[config.mk]
export PLATFORM = sky130hd
export DESIGN_NAME = regfile_wb_scheduler
export DESIGN_NICKNAME = d
export VERILOG_FILES = /design/src/rtl/regfile_wb_scheduler.sv
export SDC_FILE = /design/constraint.sdc
export NUM_CORES = 1
export LEC_CHECK = 0
export CORE_MARGIN = 2
export CORE_UTILIZATION = 50
export DETAILED_ROUTE_END_ITERATION = 10
export PLACE_DENSITY = 0.78
export RECOVER_POWER = 50
export SYNTH_ARGS = -nofsm -noshare
export SYNTH_HDL_FRONTEND = slang
export SYNTH_SLANG_ARGS = --single-unit
[constraint.sdc]
create_clock -name clk -period 6.48 [get_ports clk]
set_clock_uncertainty 0.15 [all_clocks]
set_input_delay 1.62 -clock clk [delete_from_list [all_inputs] [get_ports clk]]
set_output_delay 1.62 -clock clk [all_outputs]
set_load 0.1 [all_outputs]
[src/rtl/regfile_wb_scheduler.sv]
// regfile_wb_scheduler
//   Buffers commit writebacks in an in-order queue and drives the two regfile
//   write ports. The queue takes up to two writebacks per cycle and issues up
//   to two per cycle. Writes to x0 are dropped. When the two oldest entries
//   name the same register, they are issued on consecutive cycles, so the two
//   ports never write one register in the same cycle.
//
//   Ports:
//     clk, rst            clock; synchronous active-low reset
//     in0_*               older writeback lane (valid/target/data)
//     in1_*               younger writeback lane (valid/target/data)
//     in_ready            at least two free entries; both lanes may enqueue
//     wb_stall            freeze issue; both enables go low next cycle
//     rob_WB_en1/target1/data1   write port 1 (older entry), registered
//     rob_WB_en2/target2/data2   write port 2 (younger entry), registered
//     q_count, q_empty    queue occupancy and empty flag

module regfile_wb_scheduler #(
  parameter int OPRAND_WIDTH  = 16,
  parameter int REGNAME_WIDTH = 5,
  parameter int QUEUE_DEPTH   = 8
) (
  input  logic                           clk,
  input  logic                           rst,
  input  logic                           in0_valid,
  input  logic [REGNAME_WIDTH-1:0]       in0_target,
  input  logic [OPRAND_WIDTH-1:0]        in0_data,
  input  logic                           in1_valid,
  input  logic [REGNAME_WIDTH-1:0]       in1_target,
  input  logic [OPRAND_WIDTH-1:0]        in1_data,
  output logic                           in_ready,
  input  logic                           wb_stall,
  output logic                           rob_WB_en1,
  output logic [REGNAME_WIDTH-1:0]       rob_WB_target1,
  output logic [OPRAND_WIDTH-1:0]        rob_WB_data1,
  output logic                           rob_WB_en2,
  output logic [REGNAME_WIDTH-1:0]       rob_WB_target2,
  output logic [OPRAND_WIDTH-1:0]        rob_WB_data2,
  output logic [$clog2(QUEUE_DEPTH):0]   q_count,
  output logic                           q_empty
);

  localparam int PW = $clog2(QUEUE_DEPTH);
  localparam int CW = PW + 1;
  localparam logic [CW-1:0] DEPTH_C = CW'(QUEUE_DEPTH);
  localparam logic [REGNAME_WIDTH-1:0] X0_C = {REGNAME_WIDTH{1'b0}};

  logic [REGNAME_WIDTH-1:0] tgt_mem_r  [QUEUE_DEPTH];
  logic [OPRAND_WIDTH-1:0]  data_mem_r [QUEUE_DEPTH];
  logic [PW-1:0]            head_r;
  logic [PW-1:0]            tail_r;
  logic [CW-1:0]            count_r;

  logic [CW-1:0] free_s;
  logic          acc0_s;
  logic          acc1_s;
  logic [1:0]    enq_cnt_s;
  logic [PW-1:0] tail1_s;
  logic [PW-1:0] head1_s;
  logic          iss0_s;
  logic          iss1_s;
  logic [1:0]    deq_cnt_s;
  logic [CW-1:0] count_next_s;

  // Acceptance, issue selection and occupancy update.
  always_comb begin
    free_s    = DEPTH_C - count_r;
    in_ready  = (free_s >= CW'(2));
    // Valid x0 writes are consumed (never stored) simply by not counting them.
    acc0_s    = in0_valid && in_ready && (in0_target != X0_C);
    acc1_s    = in1_valid && in_ready && (in1_target != X0_C);
    enq_cnt_s = {1'b0, acc0_s} + {1'b0, acc1_s};
    // Lane 1 lands directly behind lane 0, or at tail when lane 0 is not stored.
    tail1_s   = tail_r + PW'(acc0_s);
    head1_s   = head_r + PW'(1);
    if (wb_stall) begin
      iss0_s = 1'b0;
      iss1_s = 1'b0;
    end else begin
      iss0_s = (count_r != CW'(0));
      // Second entry only if present and not aimed at the head's register.
      iss1_s = (count_r >= CW'(2)) && (tgt_mem_r[head1_s] != tgt_mem_r[head_r]);
    end
    deq_cnt_s    = {1'b0, iss0_s} + {1'b0, iss1_s};
    count_next_s = count_r + CW'(enq_cnt_s) - CW'(deq_cnt_s);
  end

  // Queue storage writes; contents need no reset because occupancy gates use.
  always_ff @(posedge clk) begin
    if (rst && acc0_s) begin
      tgt_mem_r[tail_r]  <= in0_target;
      data_mem_r[tail_r] <= in0_data;
    end
    if (rst && acc1_s) begin
      tgt_mem_r[tail1_s]  <= in1_target;
      data_mem_r[tail1_s] <= in1_data;
    end
  end

  // Pointer and occupancy registers.
  always_ff @(posedge clk) begin
    if (!rst) begin
      head_r  <= {PW{1'b0}};
      tail_r  <= {PW{1'b0}};
      count_r <= {CW{1'b0}};
    end else begin
      head_r  <= head_r + PW'(deq_cnt_s);
      tail_r  <= tail_r + PW'(enq_cnt_s);
      count_r <= count_next_s;
    end
  end

  // Registered write-port outputs; target/data hold when a port is left idle.
  always_ff @(posedge clk) begin
    if (!rst) begin
      rob_WB_en1     <= 1'b0;
      rob_WB_target1 <= {REGNAME_WIDTH{1'b0}};
      rob_WB_data1   <= {OPRAND_WIDTH{1'b0}};
      rob_WB_en2     <= 1'b0;
      rob_WB_target2 <= {REGNAME_WIDTH{1'b0}};
      rob_WB_data2   <= {OPRAND_WIDTH{1'b0}};
    end else begin
      rob_WB_en1 <= iss0_s;
      rob_WB_en2 <= iss1_s;
      if (iss0_s) begin
        rob_WB_target1 <= tgt_mem_r[head_r];
        rob_WB_data1   <= data_mem_r[head_r];
      end
      if (iss1_s) begin
        rob_WB_target2 <= tgt_mem_r[head1_s];
        rob_WB_data2   <= data_mem_r[head1_s];
      end
    end
  end

  // Occupancy outputs follow the registered count.
  always_comb begin
    q_count = count_r;
    q_empty = (count_r == CW'(0));
  end

  regfile_wb_scheduler_chk #(
    .CW          (CW),
    .QUEUE_DEPTH (QUEUE_DEPTH)
  ) u_chk (
    .clk       (clk),
    .rst       (rst),
    .count     (count_r),
    .enq_cnt   (enq_cnt_s),
    .deq_cnt   (deq_cnt_s)
  );

endmodule

// regfile_wb_scheduler_chk
//   Occupancy invariants: an enqueue never pushes the queue past its depth,
//   and nothing is popped that is not present.
//   Ports: clk, rst, count (current occupancy), enq_cnt, deq_cnt.
module regfile_wb_scheduler_chk #(
  parameter int CW          = 4,
  parameter int QUEUE_DEPTH = 8
) (
  input logic          clk,
  input logic          rst,
  input logic [CW-1:0] count,
  input logic [1:0]    enq_cnt,
  input logic [1:0]    deq_cnt
);

  // Overflow guard on every enqueue edge.
  a_no_overflow: assert property (@(posedge clk) disable iff (!rst)
    (int'(count) + int'(enq_cnt)) <= QUEUE_DEPTH);

  // Underflow guard on every issue edge.
  a_no_underflow: assert property (@(posedge clk) disable iff (!rst)
    int'(deq_cnt) <= int'(count));

endmodule

Word-level counts from Yosys, hierarchy flattened
Memory sizes are Yosys's and may differ from the RTL's. A register that Yosys moved wholly into a read port is not among the register bits.
Index checks and enable logic that the tools add are counted.
{"block": "word_totals", "regBits": 22, "mem_bits_ro": 0, "mem_count": 2, "ram_bits": 168, "latchBits": 0, "out_inout_bits": 50, "in_bits": 47, "wordCells": 41}
{"block": "op_classes", "multipliers": 0, "add_sub_neg": 9, "reduce_logical": 13, "mux": 7, "div_mod_pow": 0, "bitwise_logic": 0, "eq_ne": 1, "shifts": 0, "order_cmp": 2}
{"name": "data_mem_r", "words": 8, "word_bits": 16, "read_ports": 2, "rd_ports_with_merged_regs": 2, "wr": 2, "line_no": "49", "text": "logic [OPRAND_WIDTH-1:0] data_mem_r [QUEUE_DEPTH];"}
{"name": "tgt_mem_r", "words": 8, "word_bits": 5, "read_ports": 2, "rd_ports_with_merged_regs": 1, "wr": 2, "line_no": "48", "text": "logic [REGNAME_WIDTH-1:0] tgt_mem_r [QUEUE_DEPTH];"}
{"op": "nonzero test 5 bit", "count": 2}
{"op": ">= comparator 4 x 2 -> 1 bit, second input constant", "count": 2}
{"op": "logical AND 1 bit", "count": 7}
{"op": "adder 3 x 2 -> 3 bit", "count": 2}
{"op": "2-to-1 mux 1 bit", "count": 6}
{"op": "inequality test 5 bit", "count": 1}
{"op": "adder 1 x 1 -> 2 bit", "count": 2}
{"op": "adder 4 x 2 -> 4 bit", "count": 1}
{"op": "zero test 4 bit", "count": 1}
{"op": "nonzero test 4 bit", "count": 1}
{"op": "subtractor 4 x 2 -> 4 bit", "count": 1}
{"op": "subtractor 4 bit, first input constant", "count": 1}
{"op": "adder 3 x 1 -> 3 bit", "count": 1}
{"op": "adder 3 x 1 -> 3 bit, second input constant", "count": 1}
{"op": "2-to-1 mux 3 bit", "count": 1}
{"op": "zero test 1 bit", "count": 2}

Logic depth before layout (Yosys ltp)
An unclocked memory read counts as a cell.
{"block": "depth", "depth_word": 8, "mapped_depth": 17, "mapped_depth_nobuf": 14}

Worst setup path after synthesis
Ideal clock, no wire load.
{"block": "synth_timing", "path_kind": "input to register", "startpoint": "in in0_target[0]", "endpoint": "mem data_mem_r[5][0], enable pin", "setup_slack_ns": 1.679, "setup_time_ns": 0.428, "path_buffers": 1, "stages": 8, "arrival_ns": 4.223, "required_time_ns": 5.902, "path_cell_list": "or4_1 -> o21ai_0 -> nor2_1 -> ha_1 -> nor4b_1 -> nand2_1 -> buf_2 -> o21ai_0"}
{"item": "start, declared", "line_no": "26", "text": "input logic [REGNAME_WIDTH-1:0] in0_target,"}
{"item": "end, declared", "line_no": "49"}

==> impl_metrics.env <==
export IMPL_status="complete, but fails checks"
export IMPL_violations="capacitance limit, slew limit"
export IMPL_grt_usage_pct=23.1
export IMPL_final_cell_mix="edfxtp_1, mux2_2, mux4_2"
export IMPL_crit_family="buffers and inverters"
export IMPL_synth_seq_cells=222
export IMPL_antenna_found_initial=0
export IMPL_critPathCaptureType="flip-flop"
export IMPL_ys_seq_area_share_pct=50.6
export IMPL_report_power_total_mw=6.67
export IMPL_synth_warnings=0
export IMPL_synth_top_family_by_area="multiplexers"
export IMPL_synthXorXnorAreaFrac_pct=1.17
export IMPL_first_pass_iters=5
export IMPL_synthAdderAreaFrac_pct=2.11
export IMPL_synth_edf_count=168
export IMPL_cts_tree="yes"
export IMPL_wirelength_mm=29.1
export IMPL_slowest_delay_ns=1.22
export IMPL_cts_hold_buf=0
export IMPL_synthMuxAreaShare_pct=35.3
export IMPL_clkLatencyLatePin_ns=0.52
export IMPL_synth_compound_area_share_pct=4.06
export IMPL_hold_viol_final=0
export IMPL_worst_r2r_path_depth=15
export IMPL_cpMaxStageDelayCell="clkbuf_1"
export IMPL_synth_top_area_share_pct=41.6
export IMPL_slew_violations=72
export IMPL_whs_path_depth=2
export IMPL_synth_simple_gate_area_share_pct=3.36
export IMPL_avgSynthCellArea_um2=15.7
export IMPL_overflow=0
export IMPL_ctsResizeCount=0
export IMPL_final_fill_count=1821
export IMPL_num_antenna_cells=0
export IMPL_final_design_area_no_fill_um2=14100
export IMPL_clock_sinks=222
export IMPL_tns_ns=0
export IMPL_synth_cell_types=45
export IMPL_maxCapViolCount=3
export IMPL_hp_class="flip-flop to flip-flop"
export IMPL_crit_buf_inv=2
export IMPL_portBuffers=96
export IMPL_rsz0062_at_grt="false"
export IMPL_cts_buffers=24
export IMPL_rows=56
export IMPL_synth_area_leaders="edfxtp_1, mux2_2, mux4_2"
export IMPL_cts_max_level=1
export IMPL_setup_viol=0
export IMPL_multi_input_area_um2=5630
export IMPL_ir_drop_uv=410
export IMPL_async_reset_ff_share_pct=0
export IMPL_start_util_pct=51.3
export IMPL_seq_area_um2=6130
export IMPL_cp_data_arrival_time_ns=5.77
export IMPL_vias=7369
export IMPL_nNetsFinal=921
export IMPL_fmax_mhz=177
export IMPL_ant_nets=0
export IMPL_cellLeakagePower_nw=4.73
export IMPL_finalCritPeriodShare_pct=87.3
export IMPL_gp_congestion=0.864
export IMPL_fp_dieH_um=160
export IMPL_cp_start_kind="input pin"
export IMPL_grt_pass1_wl_mm=45.5
export IMPL_post_route_drc_count=0
export IMPL_ys_flop_type="edfxtp_1"
export IMPL_die_x_um=160
export IMPL_p_per_area_nw_per_um2=472
export IMPL_critical_path_class="input pin to flip-flop"
export IMPL_clk_pin_slew_worst_paths_ns=0.07
export IMPL_grt_max_degree=64
export IMPL_die_area_um2=25500
export IMPL_slew_headroom_pct=-11.9
export IMPL_dpl_cell_area_um2=13400
export IMPL_path_cells="dlygate4sd3_1 -> or4_1 -> o21ai_0 -> nor2_1 -> ha_1 -> ha_1 -> xor2_1 -> nor2_1 -> nand2_1 -> clkbuf_1 -> mux2_2"
export IMPL_first_iter_violations=673
export IMPL_fp_coreArea_um2=23600
export IMPL_cts_setup_buffers=0
export IMPL_clockRootBuffer="clkbuf_16"
export IMPL_netlist_area_um2=12100
export IMPL_yosysTopAreaCell="edfxtp_1"
export IMPL_cp_required_ns=6.60
export IMPL_fin_util_pct=59.8
export IMPL_clock_tree_buffer_depth=3
export IMPL_drive_above_1_share_pct=35.8
export IMPL_period_needed_ns=5.65
export IMPL_syn_nets=839
export IMPL_worst_pin_slew_ns=1.68
export IMPL_hpwlAfterDp_mm=19.0
export IMPL_synth_cells=774
export IMPL_area_delta_synth_final_pct=16.5
export IMPL_cp_depth=11
export IMPL_final_common_cell="edfxtp_1"
export IMPL_ios=97
export IMPL_critPathMaxFanout=21
export IMPL_vias_per_cell=6.18
export IMPL_grt_pass1_vias=7482
export IMPL_drt_wirelength_per_cell_um=24.4
==> stage by stage <==
| step | instances | setup slack [ns] | hold WS [ns] |
|---|---|---|---|
| global route | 1193 | 0.635 | 0.372 |
| finish | 1193 | 0.825 | 0.347 |
| global placement | 1149 | 1.01 | 0.340 |
| CTS | 1193 | 1.49 | 0.352 |
| floorplan | 774 | 1.68 | 0.449 |
| detailed placement | 1149 | 0.948 | 0.343 |
==> synth_stat cells, types with 5 or more instances <==
library cell and instances:
mux2_2 167, edfxtp_1 168, mux4_1 5, nand2_1 26
buf_4 6, mux2i_1 54, o21bai_1 5, clkbuf_1 18
and2_1 8, buf_2 24, mux4_2 74, o221a_1 20
xor2_1 7, buf_1 5, dfxtp_1 54, ha_1 14
a211oi_1 21, nor2_1 32, inv_1 14, xnor2_1 6
buf_6 7
==> report_power, final <==
part,switching (mW),total [mW],internal (mW)
logic,2.11,3.29,1.18
clock network,0.569,1.38,0.808
registers,0.154,2.00,1.85
==> state kept, by name, indices dropped and copies added, names as in the netlist <==
signal / flops
data_mem_r: 128
head_r: 3
q_count: 4
rob_WB_data1: 16
rob_WB_data2: 16
rob_WB_en1: 1
rob_WB_en2: 1
rob_WB_target1: 5
rob_WB_target2: 5
tail_r: 3
tgt_mem_r: 40
==> area by class of cell <==
type | instances | share of cell area, %
Sequential cell | 222 | 43.4
Multi-Input combinational cell | 476 | 39.9
Timing Repair Buffer | 118 | 7.89
Clock buffer | 30 | 4.71
Tap cell | 319 | 2.83
Clock inverter | 14 | 0.939
Inverter | 14 | 0.372
==> worst paths after layout <==
kind | from | to | slack [ns]
worst max-delay path | in0_target[1] | data_mem_r[1][11] | 0.83
worst min-delay path | rob_WB_target1[2] | rob_WB_target1[2] | 0.35
worst max register to register | head_r[0] | q_count[3] | 1.00
worst min register to register | rob_WB_target1[2] | rob_WB_target1[2] | 0.35
==> worst min-delay path, delay by kind of cell (launching register included) <==
| family | cells | cell delay (ns) |
|---|---|---|
| and+or+nand+nor | 1 | 0.09 |
| AOI/OAI and AO/OA | 1 | 0.05 |
| DFF | 1 | 0.31 |
==> layer usage <==
| layer | global-route usage, % | wire, um |
|---|---|---|
| met5 | 0 | 0 |
| met1 | 33.4 | 12800 |
| met3 | 3.61 | 2030 |
| met2 | 36.8 | 13700 |
| met4 | 5.74 | 554 |
==> cell families (layout without fill, tap and decap cells) <==
group	after synthesis	in the layout
buf+inv	76	176
mux	304	304
fa+ha+maj	18	18
compound gates	56	56
xor+xnor	14	14
simple gates	84	84
flops	222	222
(Power assumes the default switching activity.)
